[config.mk]
export PLATFORM = sky130hd
export DESIGN_NAME = avalon_st_pkt_enforcer
export DESIGN_NICKNAME = d
export VERILOG_FILES = /design/src/rtl/avalon_st_pkt_enforcer.sv
export SDC_FILE = /design/constraint.sdc
export NUM_CORES = 1
export LEC_CHECK = 0
export CORE_MARGIN = 2
export CORE_UTILIZATION = 41
export DETAILED_ROUTE_END_ITERATION = 16
export PLACE_DENSITY = 0.83
export REMOVE_ABC_BUFFERS = 1
export SLEW_MARGIN = 20
export SYNTH_ARGS = -nofsm -noshare
export SYNTH_HDL_FRONTEND = slang
export SYNTH_SLANG_ARGS = --single-unit
export TNS_END_PERCENT = 5
[constraint.sdc]
create_clock -name clk -period 5.1 [get_ports clk]
set_clock_uncertainty 0.2 [all_clocks]
set_input_delay 1.02 -clock clk [delete_from_list [all_inputs] [get_ports clk]]
set_output_delay 1.02 -clock clk [all_outputs]
set_load 0.03 [all_outputs]
[src/rtl/avalon_st_pkt_enforcer.sv]
`default_nettype none
// +----------------------------------------------------------------------------+
// | avalon_st_pkt_enforcer                                                     |
// | Zero-latency Avalon-ST framing enforcer with saturating error counters.    |
// | Length limit built only when AVALON_ST_PKT_ENFORCER_LEN_CHECK_EN defined.  |
// | Revision: 1.0                                                              |
// +----------------------------------------------------------------------------+
module avalon_st_pkt_enforcer #(
  parameter int DATA_W        = 32,
  parameter int EMPTY_W       = (DATA_W / 8 > 1) ? $clog2(DATA_W / 8) : 1,
  parameter int MAX_PKT_BEATS = 256,
  parameter int CNT_W         = 16
) (
  input  logic               clk,
  input  logic               rst,
  input  logic [DATA_W-1:0]  in_data,
  input  logic               in_valid,
  input  logic               in_sop,
  input  logic               in_eop,
  input  logic [EMPTY_W-1:0] in_empty,
  output logic               in_rdy,
  output logic [DATA_W-1:0]  out_data,
  output logic               out_valid,
  output logic               out_sop,
  output logic               out_eop,
  output logic [EMPTY_W-1:0] out_empty,
  output logic               out_err,
  input  logic               out_rdy,
  output logic               err_no_sop,
  output logic               err_second_sop,
  output logic               err_oversize,
  input  logic               cnt_clr,
  output logic [CNT_W-1:0]   cnt_no_sop,
  output logic [CNT_W-1:0]   cnt_second_sop,
  output logic [CNT_W-1:0]   cnt_oversize
);

  typedef enum logic [1:0] {
    S_IDLE    = 2'd0,
    S_IN_PKT  = 2'd1,
    S_DISCARD = 2'd2
  } state_t;

  state_t r_state;
  state_t w_state_nxt;

  logic               w_in_rdy;
  logic               w_acc;
  logic               w_at_max;
  logic               w_out_valid;
  logic               w_out_sop;
  logic               w_out_eop;
  logic [EMPTY_W-1:0] w_out_empty;
  logic               w_out_err;
  logic               w_err_no_sop;
  logic               w_err_second_sop;
  logic               w_err_oversize;

  // DISCARD swallows the tail regardless of downstream; reset holds the source off.
  assign w_in_rdy = rst & ((r_state == S_DISCARD) | out_rdy);
  assign w_acc    = in_valid & w_in_rdy;

`ifdef AVALON_ST_PKT_ENFORCER_LEN_CHECK_EN
  localparam int BCW = $clog2(MAX_PKT_BEATS + 1);

  logic [BCW-1:0] r_beat_cnt;

  assign w_at_max = (r_beat_cnt == BCW'(MAX_PKT_BEATS - 1));

  always_ff @(posedge clk or negedge rst) begin
    if (!rst) begin
      r_beat_cnt <= '0;
    end else if (w_acc) begin
      if (r_state == S_IDLE && in_sop && !in_eop) begin
        r_beat_cnt <= BCW'(1);
      end else if (r_state == S_IN_PKT && !in_sop && !in_eop && !w_at_max) begin
        r_beat_cnt <= r_beat_cnt + BCW'(1);
      end
    end
  end
`else
  assign w_at_max = 1'b0;

  // Length limit not built; the parameter only documents the interface.
  if (MAX_PKT_BEATS < 2) begin : g_max_len_unused
  end
`endif

  always_ff @(posedge clk or negedge rst) begin
    if (!rst) begin
      r_state <= S_IDLE;
    end else begin
      r_state <= w_state_nxt;
    end
  end

  always_comb begin
    w_state_nxt      = r_state;
    w_out_valid      = 1'b0;
    w_out_sop        = 1'b0;
    w_out_eop        = 1'b0;
    w_out_empty      = '0;
    w_out_err        = 1'b0;
    w_err_no_sop     = 1'b0;
    w_err_second_sop = 1'b0;
    w_err_oversize   = 1'b0;
    if (rst && in_valid) begin
      case (r_state)
        S_IDLE: begin
          if (!in_sop) begin
            w_err_no_sop = w_acc;
          end else begin
            w_out_valid = 1'b1;
            w_out_sop   = 1'b1;
            w_out_eop   = in_eop;
            if (in_eop) begin
              w_out_empty = in_empty;
            end else if (w_acc) begin
              w_state_nxt = S_IN_PKT;
            end
          end
        end
        S_IN_PKT: begin
          w_out_valid = 1'b1;
          // A repeated SOP outranks the length limit on the same beat.
          if (in_sop) begin
            w_out_eop        = 1'b1;
            w_out_err        = 1'b1;
            w_err_second_sop = w_acc;
            if (w_acc) begin
              w_state_nxt = in_eop ? S_IDLE : S_DISCARD;
            end
          end else if (in_eop) begin
            w_out_eop   = 1'b1;
            w_out_empty = in_empty;
            if (w_acc) begin
              w_state_nxt = S_IDLE;
            end
          end else if (w_at_max) begin
            w_out_eop      = 1'b1;
            w_out_err      = 1'b1;
            w_err_oversize = w_acc;
            if (w_acc) begin
              w_state_nxt = S_DISCARD;
            end
          end
        end
        S_DISCARD: begin
          if (w_acc && in_eop) begin
            w_state_nxt = S_IDLE;
          end
        end
        default: w_state_nxt = S_IDLE;
      endcase
    end
  end

  assign in_rdy         = w_in_rdy;
  assign out_valid      = w_out_valid;
  assign out_data       = w_out_valid ? in_data : '0;
  assign out_sop        = w_out_sop;
  assign out_eop        = w_out_eop;
  assign out_empty      = w_out_empty;
  assign out_err        = w_out_err;
  assign err_no_sop     = w_err_no_sop;
  assign err_second_sop = w_err_second_sop;
  assign err_oversize   = w_err_oversize;

`ifdef AVALON_ST_PKT_ENFORCER_LEN_CHECK_EN
  localparam int N_CNT = 3;
`else
  localparam int N_CNT = 2;
`endif

  logic [2:0] w_pulse;
  assign w_pulse = {w_err_oversize, w_err_second_sop, w_err_no_sop};

  for (genvar i = 0; i < N_CNT; i++) begin : g_cnt
    logic [CNT_W-1:0] r_cnt;
    always_ff @(posedge clk or negedge rst) begin
      if (!rst) begin
        r_cnt <= '0;
      end else if (cnt_clr) begin
        r_cnt <= '0;
      end else if (w_pulse[i] && r_cnt != '1) begin
        r_cnt <= r_cnt + CNT_W'(1);
      end
    end
  end

  assign cnt_no_sop     = g_cnt[0].r_cnt;
  assign cnt_second_sop = g_cnt[1].r_cnt;
`ifdef AVALON_ST_PKT_ENFORCER_LEN_CHECK_EN
  assign cnt_oversize   = g_cnt[2].r_cnt;
`else
  assign cnt_oversize   = '0;
`endif

endmodule
`default_nettype wire

==> results of run 1 <==
==> cells by family after synthesis <==
| kind of cell | count (synthesis) | share of synthesized area [%] |
|---|---|---|
| compound gates | 16 | 3.99 |
| xor+xnor | 27 | 10.5 |
| fa+ha+maj | 2 | 1.11 |
| buf+inv | 31 | 8.43 |
| flops | 34 | 37.7 |
| mux | 2 | 0.998 |
| other cells | 1 | 0.166 |
| simple gates | 150 | 37.1 |
==> power groups by stage <==
stage / Combinational (W) / Sequential (W) / Clock (W)
2_1_floorplan: 0.0000817 / 0.000283 / 0
3_3_place_gp: 0.000166 / 0.000283 / 0
3_5_place_dp: 0.000168 / 0.000283 / 0
4_1_cts: 0.000168 / 0.000278 / 0.000212
5_1_grt: 0.000179 / 0.000279 / 0.000224
6_report: 0.000167 / 0.000278 / 0.000208
==> placed cells by master (no fill, tap or decap), drive strengths merged, types with 3 or more instances in the layout <==
| cell type | netlist | layout |
|---|---|---|
| clkdlybuf4s50 | 0 | 112 |
| and4 | 4 | 4 |
| nor3 | 8 | 8 |
| and2 | 33 | 33 |
| conb | 1 | 17 |
| dfrtp | 34 | 34 |
| xor2 | 5 | 5 |
| nor2b | 3 | 3 |
| a21oi | 5 | 5 |
| nor4 | 10 | 10 |
| nand3 | 13 | 13 |
| o21ai | 8 | 8 |
| or2 | 3 | 3 |
| and3 | 5 | 5 |
| clkbuf | 8 | 8 |
| nor2 | 38 | 38 |
| xnor2 | 22 | 22 |
| buf | 21 | 4 |
| nand4 | 13 | 13 |
| nand2 | 11 | 11 |
==> registers in the layout, indices dropped and copies added (netlist names) <==
name            flops
cnt_second_sop     16
r_state             2
cnt_no_sop         16
==> how the worst max path moves through the flow <==
stage | start | endpoint | slack, ns | cells past startpoint
floorplan | rst | out_data[0] | 1.29 | 3
global placement | in_sop | out_data[29] | 0.90 | 6
detailed placement | in_sop | out_data[29] | 0.89 | 6
CTS | in_sop | out_data[29] | 0.89 | 6
global route | in_sop | out_data[29] | 0.75 | 6
finish | in_sop | out_data[29] | 0.89 | 6
==> stage by stage <==
step	setup WS, ns	cell area [µm²]	power, W
2_1_floorplan	1.29	2130	0.000365
3_3_place_gp	0.904	3380	0.000449
3_5_place_dp	0.892	3380	0.000451
4_1_cts	0.893	3470	0.000658
5_1_grt	0.748	3470	0.000681
6_report	0.888	3470	0.000654
==> routing by layer <==
layer	track usage, %	part of all wire, %
met5	0	0
met2	33.2	49
met4	5.79	1.2
met1	26.0	43
met3	4.14	6.8
==> area by class of cell <==
| class | count | area, µm² | area share [%] |
|---|---|---|---|
| clock buffer | 7 | 86.3 | 2.49 |
| clock inverter | 1 | 5.00 | 0.144 |
| inverter | 2 | 7.51 | 0.216 |
| multi-input combinational | 214 | 1280 | 36.8 |
| sequential | 34 | 851 | 24.5 |
| tap | 72 | 90.1 | 2.59 |
| timing repair buffer | 117 | 1160 | 33.3 |
==> results.txt, run 1 <==
----------------------------------------------------
[Outcome]
  Result of the run ... completed

[Setup path]
  Maximum single-stage delay on the critical path ... 0.71 ns
  Most frequent cell on the critical path ... sky130_fd_sc_hd__clkdlybuf4s50_1
  Critical Path Fanout Max ... 33
  WS Path Type ... in -> out
  Category of the worst setup path capture point ... output port
  Sum of buffers and inverters on the critical path ... 3
  Nature of the critical path startpoint ... input pin
  R2R Setup Slk ... 2.82 ns
  Data arrival time at the worst-slack endpoint ... 2.99 ns
  Source of the worst register-to-register timing path ... r_state[1]$_DFFE_PN0P_
  Worst endpoint required time ... 3.88 ns
  Critical-path cell with the highest stage delay ... sky130_fd_sc_hd__clkdlybuf4s50_1
  Cell-by-cell listing of the critical path ... clkdlybuf4s50_1 > nor2_2 > nor2_1 > buf_4 > and2_1 > clkdlybuf4s50_1
  Number of cell instances on the worst register-to-register path ... 5
  Endpoint of the worst register-to-register path ... cnt_no_sop[15]$_DFFE_PN0P_
  Critical path's top delay family ... buffers and inverters

[Timing]
  Setup repair after global routing missed its margin ... false
  Worst Max-Slew Pin Slew ... 0.758 ns
  Maximum clock rate ... 237 MHz
  Fin. Hold Viols ... 0
  Number of setup violations in the final report ... 0
  Final count of pins violating max slew ... 0
  Max transition margin ... 49.0%
  Final Cycle Share ... 82.6%
  Time the worst path needs with I/O delays and setup ... 4.21 ns
  Worst-case hold slack ... 0.320 ns
  Aggregate negative setup slack ... 0 ns

[Yosys]
  Sequential cell area fraction in the yosys report ... 37.7%
  Synth Warn # ... 0
  Top cells by area in the synthesized netlist ... sky130_fd_sc_hd__dfrtp_1 38%, sky130_fd_sc_hd__and2_1 9.1%, sky130_fd_sc_hd__xnor2_1 8.5%
  Flip-flop and latch count after synthesis ... 34
  Syn avg cell area ... 8.58 µm²
  Cells after Synth ... 263
  Post-Synthesis Cell Area ... 0.00226 mm²
  Synth top area share ... 37.7%
  Share of synthesized registers carrying an async set or reset ... 100%
  Most used standard cell by instance count after synthesis ... sky130_fd_sc_hd__nor2_1
  Dominant register cell in the synthesized netlist ... sky130_fd_sc_hd__dfrtp_1
  Number of flops mapped to enable cells by yosys ... 0
  Synth cell count leaders ... 37 x sky130_fd_sc_hd__nor2_1, 34 x sky130_fd_sc_hd__dfrtp_1, 33 x sky130_fd_sc_hd__and2_1, 22 x sky130_fd_sc_hd__xnor2_1, 19 x sky130_fd_sc_hd__buf_4
  Most area-hungry cell type in the Yosys netlist ... sky130_fd_sc_hd__dfrtp_1
  Post-synth cell types ... 36

[Power and ir drop]
  Switching part of the total ... 30.5%
  Int Pwr ... 0.000454 W
  Worst vdd ir ... 0.151 mV
  Leakage ... 1.37 nW
  Portion of total power attributed to the clock network ... 31.9%
  Power density normalized to cell area ... 188 mW/mm²
  Switching power ... 0.000199 W
  Gate power share ... 25.5%
  Portion of total power attributed to sequential cells ... 42.6%

[Clocking]
  Number of resized instances in the post-cts repair step ... 0
  Htree depth ... 2
  Post-CTS Repair Setup Buffers ... 0
  Clock buffer count from CTS ... 5
  Register clock-pin slew on the reported worst setup and hold paths ... 0.07 ns
  Maximum clock path buffer count ... 2
  CTS root buffer ... sky130_fd_sc_hd__clkbuf_8
  Clk sinks ... 34
  Number of hold buffers added after CTS ... 0
  Clock tree from TritonCTS ... built
  Clk Latency, worst-skew pair ... 0.29 ns

[Global route]
  Global-route congestion overflow total ... 0
  Global-route wire length before repair ... 9800 µm
  Initial antenna violation count ... 0
  Total Routing Usage GR ... 19.9%
  Via count of the first global-routing pass ... 2037
  Pin count of the biggest net entering global routing ... 37

[Detailed routing]
  DR vias/cell ... 4.89
  Total Routed Length ... 5990 µm
  First-pass iteration count of the detailed router ... 4
  Initial detailed-routing violation count ... 58
  Detailed-route via count ... 2187
  DRC violation count after routing ... 0
  ANT nets after route ... 0
  Final routed wire length divided by cell count ... 13.4 µm

[Layout]
  Final #Nets ... 417
  Share of layout cells above drive strength 1 ... 5.33%
  # diodes ... 0
  Area Overhead vs Synth ... 53.8%
  Share of the core filled with cells in the final layout ... 64.2%
  Final std cells w/o fill ... 447
  Filler instances ... 449

[Floorplan]
  DIE HEIGHT ... 78.2 µm
  Initial cell density of the core ... 41.8%
  Area of the placeable core ... 0.00541 mm²
  Die width ... 78.2 µm
  I/O pin cnt ... 131
  Die area ... 0.00611 mm²
  Rows ... 27

[Place]
  Number of I/O port buffers ... 113
  GPL Wtd Cong ... 0.826
  Detailed Place HPWL ... 4510 µm
  Placed instance count ... 439

[Hold path]
  Critical hold path startpoint ... r_state[1]$_DFFE_PN0P_
  HP Class ... reg -> reg
  Cell count of the worst hold path ... 1
  Hold worst-path end ... r_state[0]$_DFFE_PN0P_

[Job]
  Max-cap check violation count ... 0

----------------------------------------------------
(Power assumes the default switching activity.)
==> run 2, diff against run 1 <==
--- a/config.mk
+++ b/config.mk
@@ -6,9 +6,9 @@
 export NUM_CORES = 1
 export LEC_CHECK = 0
 export CORE_MARGIN = 2
-export CORE_UTILIZATION = 41
+export CORE_UTILIZATION = 35
 export DETAILED_ROUTE_END_ITERATION = 16
-export PLACE_DENSITY = 0.83
+export PLACE_DENSITY = 0.75
 export REMOVE_ABC_BUFFERS = 1
 export SLEW_MARGIN = 20
 export SYNTH_ARGS = -nofsm -noshare
==> constraint.sdc (replaced) <==
create_clock -name clk -period 3.5 [get_ports clk]
set_clock_uncertainty 0.2 [all_clocks]
set_input_delay 0.7 -clock clk [delete_from_list [all_inputs] [get_ports clk]]
set_output_delay 0.7 -clock clk [all_outputs]
set_load 0.03 [all_outputs]
==> run 2 against run 1 <==
Effect of this change:
- flip-flop and latch count did not move
- highest routed layer unchanged
- hold slack got worse by 0.0039 ns
- sequential share of layout area rose by 0.56 points
==> results.txt, run 2 (same netlist as run 1, synthesis figures left out) <==
----------------------------------------------------
[Clocking]
  Clk Latency, worst-skew pair ... 0.29 ns
  CTS root buffer ... sky130_fd_sc_hd__clkbuf_8
  Clock tree from TritonCTS ... built
  Maximum clock path buffer count ... 2
  Number of resized instances in the post-cts repair step ... 0
  Clk sinks ... 34
  Clock buffer count from CTS ... 5
  Htree depth ... 2
  Register clock-pin slew on the reported worst setup and hold paths ... 0.07 ns
  Post-CTS Repair Setup Buffers ... 0
  Number of hold buffers added after CTS ... 0

[Place]
  Number of I/O port buffers ... 113
  GPL Wtd Cong ... 0.823
  Detailed Place HPWL ... 4970 µm

[Detailed routing]
  Detailed-route via count ... 2220
  DR vias/cell ... 4.91
  ANT nets after route ... 0
  DRC violation count after routing ... 0
  Final routed wire length divided by cell count ... 14.4 µm
  First-pass iteration count of the detailed router ... 4
  Initial detailed-routing violation count ... 102
  Total Routed Length ... 6520 µm

[Job]
  Max-cap check violation count ... 0

[Outcome]
  Result of the run ... completed

[Floorplan]
  Rows ... 29
  I/O pin cnt ... 131
  DIE HEIGHT ... 84.3 µm
  Initial cell density of the core ... 36.0%
  Die area ... 0.00711 mm²
  Area of the placeable core ... 0.00628 mm²
  Die width ... 84.3 µm

[Timing]
  Setup repair after global routing missed its margin ... false
  Worst-case hold slack ... 0.316 ns
  Final Cycle Share ... 94.4%
  Fin. Hold Viols ... 0
  Aggregate negative setup slack ... 0 ns
  Max transition margin ... 45.3%
  Number of setup violations in the final report ... 0
  Maximum clock rate ... 303 MHz
  Time the worst path needs with I/O delays and setup ... 3.31 ns
  Worst Max-Slew Pin Slew ... 0.814 ns
  Final count of pins violating max slew ... 0

[Power and ir drop]
  Power density normalized to cell area ... 280 mW/mm²
  Leakage ... 1.43 nW
  Worst vdd ir ... 0.168 mV

[Hold path]
  HP Class ... in -> async

[Setup path]
  Cell-by-cell listing of the critical path ... clkdlybuf4s50_1 > xor2_1 > and4_1 > clkdlybuf4s50_1
  Critical-path cell with the highest stage delay ... sky130_fd_sc_hd__clkdlybuf4s50_1
  Critical Path Fanout Max ... 9
  Maximum single-stage delay on the critical path ... 0.67 ns
  Worst endpoint required time ... 2.60 ns
  Data arrival time at the worst-slack endpoint ... 2.41 ns
  Number of cell instances on the worst register-to-register path ... 5
  Most frequent cell on the critical path ... sky130_fd_sc_hd__clkdlybuf4s50_1
  WS Path Type ... in -> out
  Nature of the critical path startpoint ... input pin
  Category of the worst setup path capture point ... output port

[Global route]
  Initial antenna violation count ... 0
  Pin count of the biggest net entering global routing ... 36
  Global-route wire length before repair ... 10600 µm
  Global-route congestion overflow total ... 0
  Via count of the first global-routing pass ... 2137
  Total Routing Usage GR ... 18.3%

[Layout]
  Share of the core filled with cells in the final layout ... 54.1%
  Area Overhead vs Synth ... 50.4%
  Final #Nets ... 417
  # diodes ... 0
  Commonest cells after routing, fill and taps aside ... 77 x sky130_fd_sc_hd__clkdlybuf4s50_1, 39 x sky130_fd_sc_hd__buf_4, 37 x sky130_fd_sc_hd__nor2_1
  Share of layout cells above drive strength 1 ... 14.9%
  Filler instances ... 588
  Most common cell after layout, fill and taps aside ... sky130_fd_sc_hd__clkdlybuf4s50_1

----------------------------------------------------
==> run 2: cell types whose count changed in the layout (fill, tap and decap cells not counted), sizes merged <==
cell and delta:
buf +36, clkdlybuf4s50 -35, clkinvlp +1, clkbuf -2
==> run 2: layout make-up <==
| cell class | count | area [µm²] | area share (%) |
|---|---|---|---|
| Clock buffer | 6 | 82.6 | 2.43 |
| Inverter | 2 | 7.51 | 0.221 |
| Tap cell | 77 | 96.3 | 2.84 |
| Timing Repair Buffer | 117 | 1070 | 31.5 |
| Sequential cell | 34 | 851 | 25.1 |
| Clock inverter | 2 | 12.5 | 0.369 |
| Multi-Input combinational cell | 214 | 1280 | 37.6 |
==> run 2: through the flow <==
step / setup WS, ns / instance area, µm² / total power [W] / cells
floorplan: 0.327 / 2130 / 0.000532 / 250
global placement: 0.227 / 3300 / 0.000650 / 444
detailed placement: 0.185 / 3300 / 0.000652 / 444
CTS: 0.189 / 3390 / 0.000962 / 452
global route: 0.0920 / 3390 / 0.000997 / 452
finish: 0.195 / 3390 / 0.000950 / 452
==> run 2: worst paths after layout <==
path,endpoint,start,slack [ns]
worst max-delay path,out_empty[0],in_sop,0.19
worst min-delay path,cnt_second_sop[3]$_DFFE_PN0P_,rst,0.32
worst max register to register,cnt_no_sop[15]$_DFFE_PN0P_,r_state[1]$_DFFE_PN0P_,1.19
worst min register to register,r_state[0]$_DFFE_PN0P_,r_state[1]$_DFFE_PN0P_,0.34
max in group asynchronous,cnt_no_sop[4]$_DFFE_PN0P_,rst,2.46
min in group clk,r_state[0]$_DFFE_PN0P_,r_state[1]$_DFFE_PN0P_,0.34
==> run 2: layer usage <==
metal / wire [µm] / vias up / global-route usage, %
met5: 0 / - / 0
met4: 78 / 0 / 4.69
met3: 526 / 8 / 4.33
met2: 3240 / 100 / 32.8
met1: 2670 / 1033 / 22.1
li1: - / 1079 / -
==> run 2: worst max-delay path: cells and delay by family <==
kind / cells / cell delay (ns)
XOR/XNOR: 1 / 0.20
buffers and inverters: 2 / 1.30
AND/OR/NAND/NOR: 1 / 0.20
==> run 2: power by group <==
group	switching (W)	internal (W)	total [W]
clock	0.000149	0.000158	0.000307
sequential	0.00000831	0.000397	0.000405
combinational	0.000140	0.0000975	0.000238
total	0.000298	0.000652	0.000950
==> run 3, diff against run 2 <==
--- a/config.mk
+++ b/config.mk
@@ -5,8 +5,10 @@
 export SDC_FILE = /design/constraint.sdc
 export NUM_CORES = 1
 export LEC_CHECK = 0
+export CORE_ASPECT_RATIO = 0.75
 export CORE_MARGIN = 2
 export CORE_UTILIZATION = 35
+export CTS_CLUSTER_SIZE = 25
 export DETAILED_ROUTE_END_ITERATION = 16
 export PLACE_DENSITY = 0.75
 export REMOVE_ABC_BUFFERS = 1
==> run 3 against run 2 <==
Effect of this change:
- non-clock buffer count grew 1
- power decreased by 3.9%
- routed wire length up 2.2%
- sequential share of layout area increased by 0.12 points
- hold slack improved by 0.0012 ns
- first-iteration DRC count is 52% higher
- sequential power is essentially flat
- core utilization down 0.076 points
- cell count up 0.88%
- combinational power barely moved
==> results.txt, run 3 (same netlist as run 1, synthesis figures left out) <==
----------------------------------------------------
[Clocking]
  Number of resized instances in the post-cts repair step ... 0
  Register clock-pin slew on the reported worst setup and hold paths ... 0.06 ns
  Number of hold buffers added after CTS ... 0
  Clock buffer count from CTS ... 5
  Clk Latency, worst-skew pair ... 0.28 ns
  Clock tree from TritonCTS ... built
  Maximum clock path buffer count ... 2
  Post-CTS Repair Setup Buffers ... 0
  Clk sinks ... 34
  Htree depth ... 2
  CTS root buffer ... sky130_fd_sc_hd__clkbuf_8

[Power and ir drop]
  Total power draw ... 0.000913 W
  Worst vdd ir ... 0.148 mV
  Power density normalized to cell area ... 270 mW/mm²
  Leakage ... 1.44 nW

[Detailed routing]
  DRC violation count after routing ... 0
  Final routed wire length divided by cell count ... 14.6 µm
  Detailed-route via count ... 2256
  Initial detailed-routing violation count ... 155
  Total Routed Length ... 6660 µm
  First-pass iteration count of the detailed router ... 5
  ANT nets after route ... 0
  DR vias/cell ... 4.95

[Floorplan]
  DIE HEIGHT ... 73.5 µm
  Die width ... 96.7 µm
  Die area ... 0.00711 mm²
  Initial cell density of the core ... 36.1%
  I/O pin cnt ... 131
  Rows ... 25
  Area of the placeable core ... 0.00626 mm²

[Place]
  GPL Wtd Cong ... 0.901
  Detailed Place HPWL ... 5170 µm
  Number of I/O port buffers ... 113
  Cell area after placement ... 0.00330 mm²
  Placed instance count ... 449

[Timing]
  Setup repair after global routing missed its margin ... false
  Number of setup violations in the final report ... 0
  Maximum clock rate ... 323 MHz
  Time the worst path needs with I/O delays and setup ... 3.10 ns
  Worst-case hold slack ... 0.317 ns
  Final Cycle Share ... 88.5%
  Max transition margin ... 49.8%
  Fin. Hold Viols ... 0
  Worst Max-Slew Pin Slew ... 0.747 ns
  Aggregate negative setup slack ... 0 ns
  Final count of pins violating max slew ... 0

[Layout]
  Area Overhead vs Synth ... 49.7%
  Filler instances ... 569
  # diodes ... 0
  Most common cell after layout, fill and taps aside ... sky130_fd_sc_hd__clkdlybuf4s50_1
  Post-route standard cell area excluding fillers ... 0.00338 mm²
  Commonest cells after routing, fill and taps aside ... 72 x sky130_fd_sc_hd__clkdlybuf4s50_1, 46 x sky130_fd_sc_hd__buf_4, 37 x sky130_fd_sc_hd__nor2_1
  Share of layout cells above drive strength 1 ... 15.7%
  Final std cells w/o fill ... 456
  Final #Nets ... 418

[Setup path]
  Maximum single-stage delay on the critical path ... 0.60 ns
  Category of the worst setup path capture point ... output port
  Critical path's top delay family ... buffers and inverters
  Worst endpoint required time ... 2.60 ns
  Critical Path Fanout Max ... 33
  Capturing element of the worst setup path ... out_data[20]
  WS Path Type ... in -> out
  Most frequent cell on the critical path ... sky130_fd_sc_hd__buf_4
  R2R Setup Slk ... 1.30 ns
  Cell-by-cell listing of the critical path ... clkdlybuf4s50_1 > nand3b_1 > nor2_1 > buf_4 > and2_1 > buf_4
  Number of cell instances on the worst register-to-register path ... 6
  Sum of buffers and inverters on the critical path ... 3
  Worst path depth ... 6
  Source of the worst register-to-register timing path ... cnt_second_sop[0]$_DFFE_PN0P_
  Critical Path Source ... rst
  Nature of the critical path startpoint ... input pin
  Data arrival time at the worst-slack endpoint ... 2.20 ns
  Endpoint of the worst register-to-register path ... cnt_second_sop[0]$_DFFE_PN0P_
  Critical-path cell with the highest stage delay ... sky130_fd_sc_hd__clkdlybuf4s50_1

[Global route]
  Pin count of the biggest net entering global routing ... 34
  Via count of the first global-routing pass ... 1964
  Total Routing Usage GR ... 18.2%
  Initial antenna violation count ... 0
  Global-route wire length before repair ... 10300 µm
  Global-route congestion overflow total ... 0

[Hold path]
  HP Class ... reg -> reg

[Job]
  Max-cap check violation count ... 0

[Outcome]
  Result of the run ... completed

----------------------------------------------------
[run 3: cell count changes in the layout (fill, tap and decap cells not counted)]
cell / delta
sky130_fd_sc_hd__buf_2: -1
sky130_fd_sc_hd__buf_4: +7
sky130_fd_sc_hd__clkbuf_1: +2
sky130_fd_sc_hd__clkbuf_8: -1
sky130_fd_sc_hd__clkdlybuf4s50_1: -5
sky130_fd_sc_hd__clkinv_2: -1
sky130_fd_sc_hd__clkinvlp_4: -1
[run 3: power by group]
part / switching, W / internal (W) / leakage [nW]
sequential: 0.00000870 / 0.000397 / 0.471
clock: 0.000131 / 0.000137 / 0.0383
combinational: 0.000142 / 0.0000970 / 0.927
total: 0.000282 / 0.000631 / 1.44
[run 3: worst reg2reg max path: stages, from the launching register on]
cell and delay (ns):
sky130_fd_sc_hd__dfrtp_1 0.42, sky130_fd_sc_hd__ha_1 0.22, sky130_fd_sc_hd__nand4_1 0.22, sky130_fd_sc_hd__nor4_2 0.63, sky130_fd_sc_hd__nor2_1 0.15, sky130_fd_sc_hd__xnor2_1 0.19, sky130_fd_sc_hd__nor2_1 0.05
[run 3: worst min path at each step]
stage	slack, ns	cells after the start	endpoint	startpoint
global route	0.39	1	r_state[0]$_DFFE_PN0P_	r_state[1]$_DFFE_PN0P_
global placement	0.31	1	r_state[0]$_DFFE_PN0P_	r_state[1]$_DFFE_PN0P_
detailed placement	0.31	1	r_state[0]$_DFFE_PN0P_	r_state[1]$_DFFE_PN0P_
CTS	0.32	1	r_state[0]$_DFFE_PN0P_	r_state[1]$_DFFE_PN0P_
finish	0.32	1	r_state[0]$_DFFE_PN0P_	r_state[1]$_DFFE_PN0P_
floorplan	0.20	0	cnt_no_sop[0]$_DFFE_PN0P_	rst
[run 3: layout make-up]
cell class / instances / area (µm²) / share of cell area [%]
Inverter: 2 / 7.51 / 0.222
Sequential cell: 34 / 851 / 25.2
Tap cell: 81 / 101 / 3.00
Clock buffer: 7 / 76.3 / 2.26
Multi-Input combinational cell: 214 / 1280 / 37.8
Timing Repair Buffer: 118 / 1070 / 31.6
[run 3: through the flow]
step / utilization (%) / worst slack, ns
6_report: 54.0 / 0.404
5_1_grt: 54.0 / 0.262
4_1_cts: 54.0 / 0.382
3_5_place_dp: 52.8 / 0.382
3_3_place_gp: 52.8 / 0.434
2_1_floorplan: - / 0.327
[run 3: routing by layer]
metal	share of wire (%)	GRT usage [%]	vias to the layer above
li1	-	-	1082
met1	45	24.8	1071
met2	46	28.4	92
met3	6.3	4.66	11
met4	2.2	6.10	0
met5	0	0	-
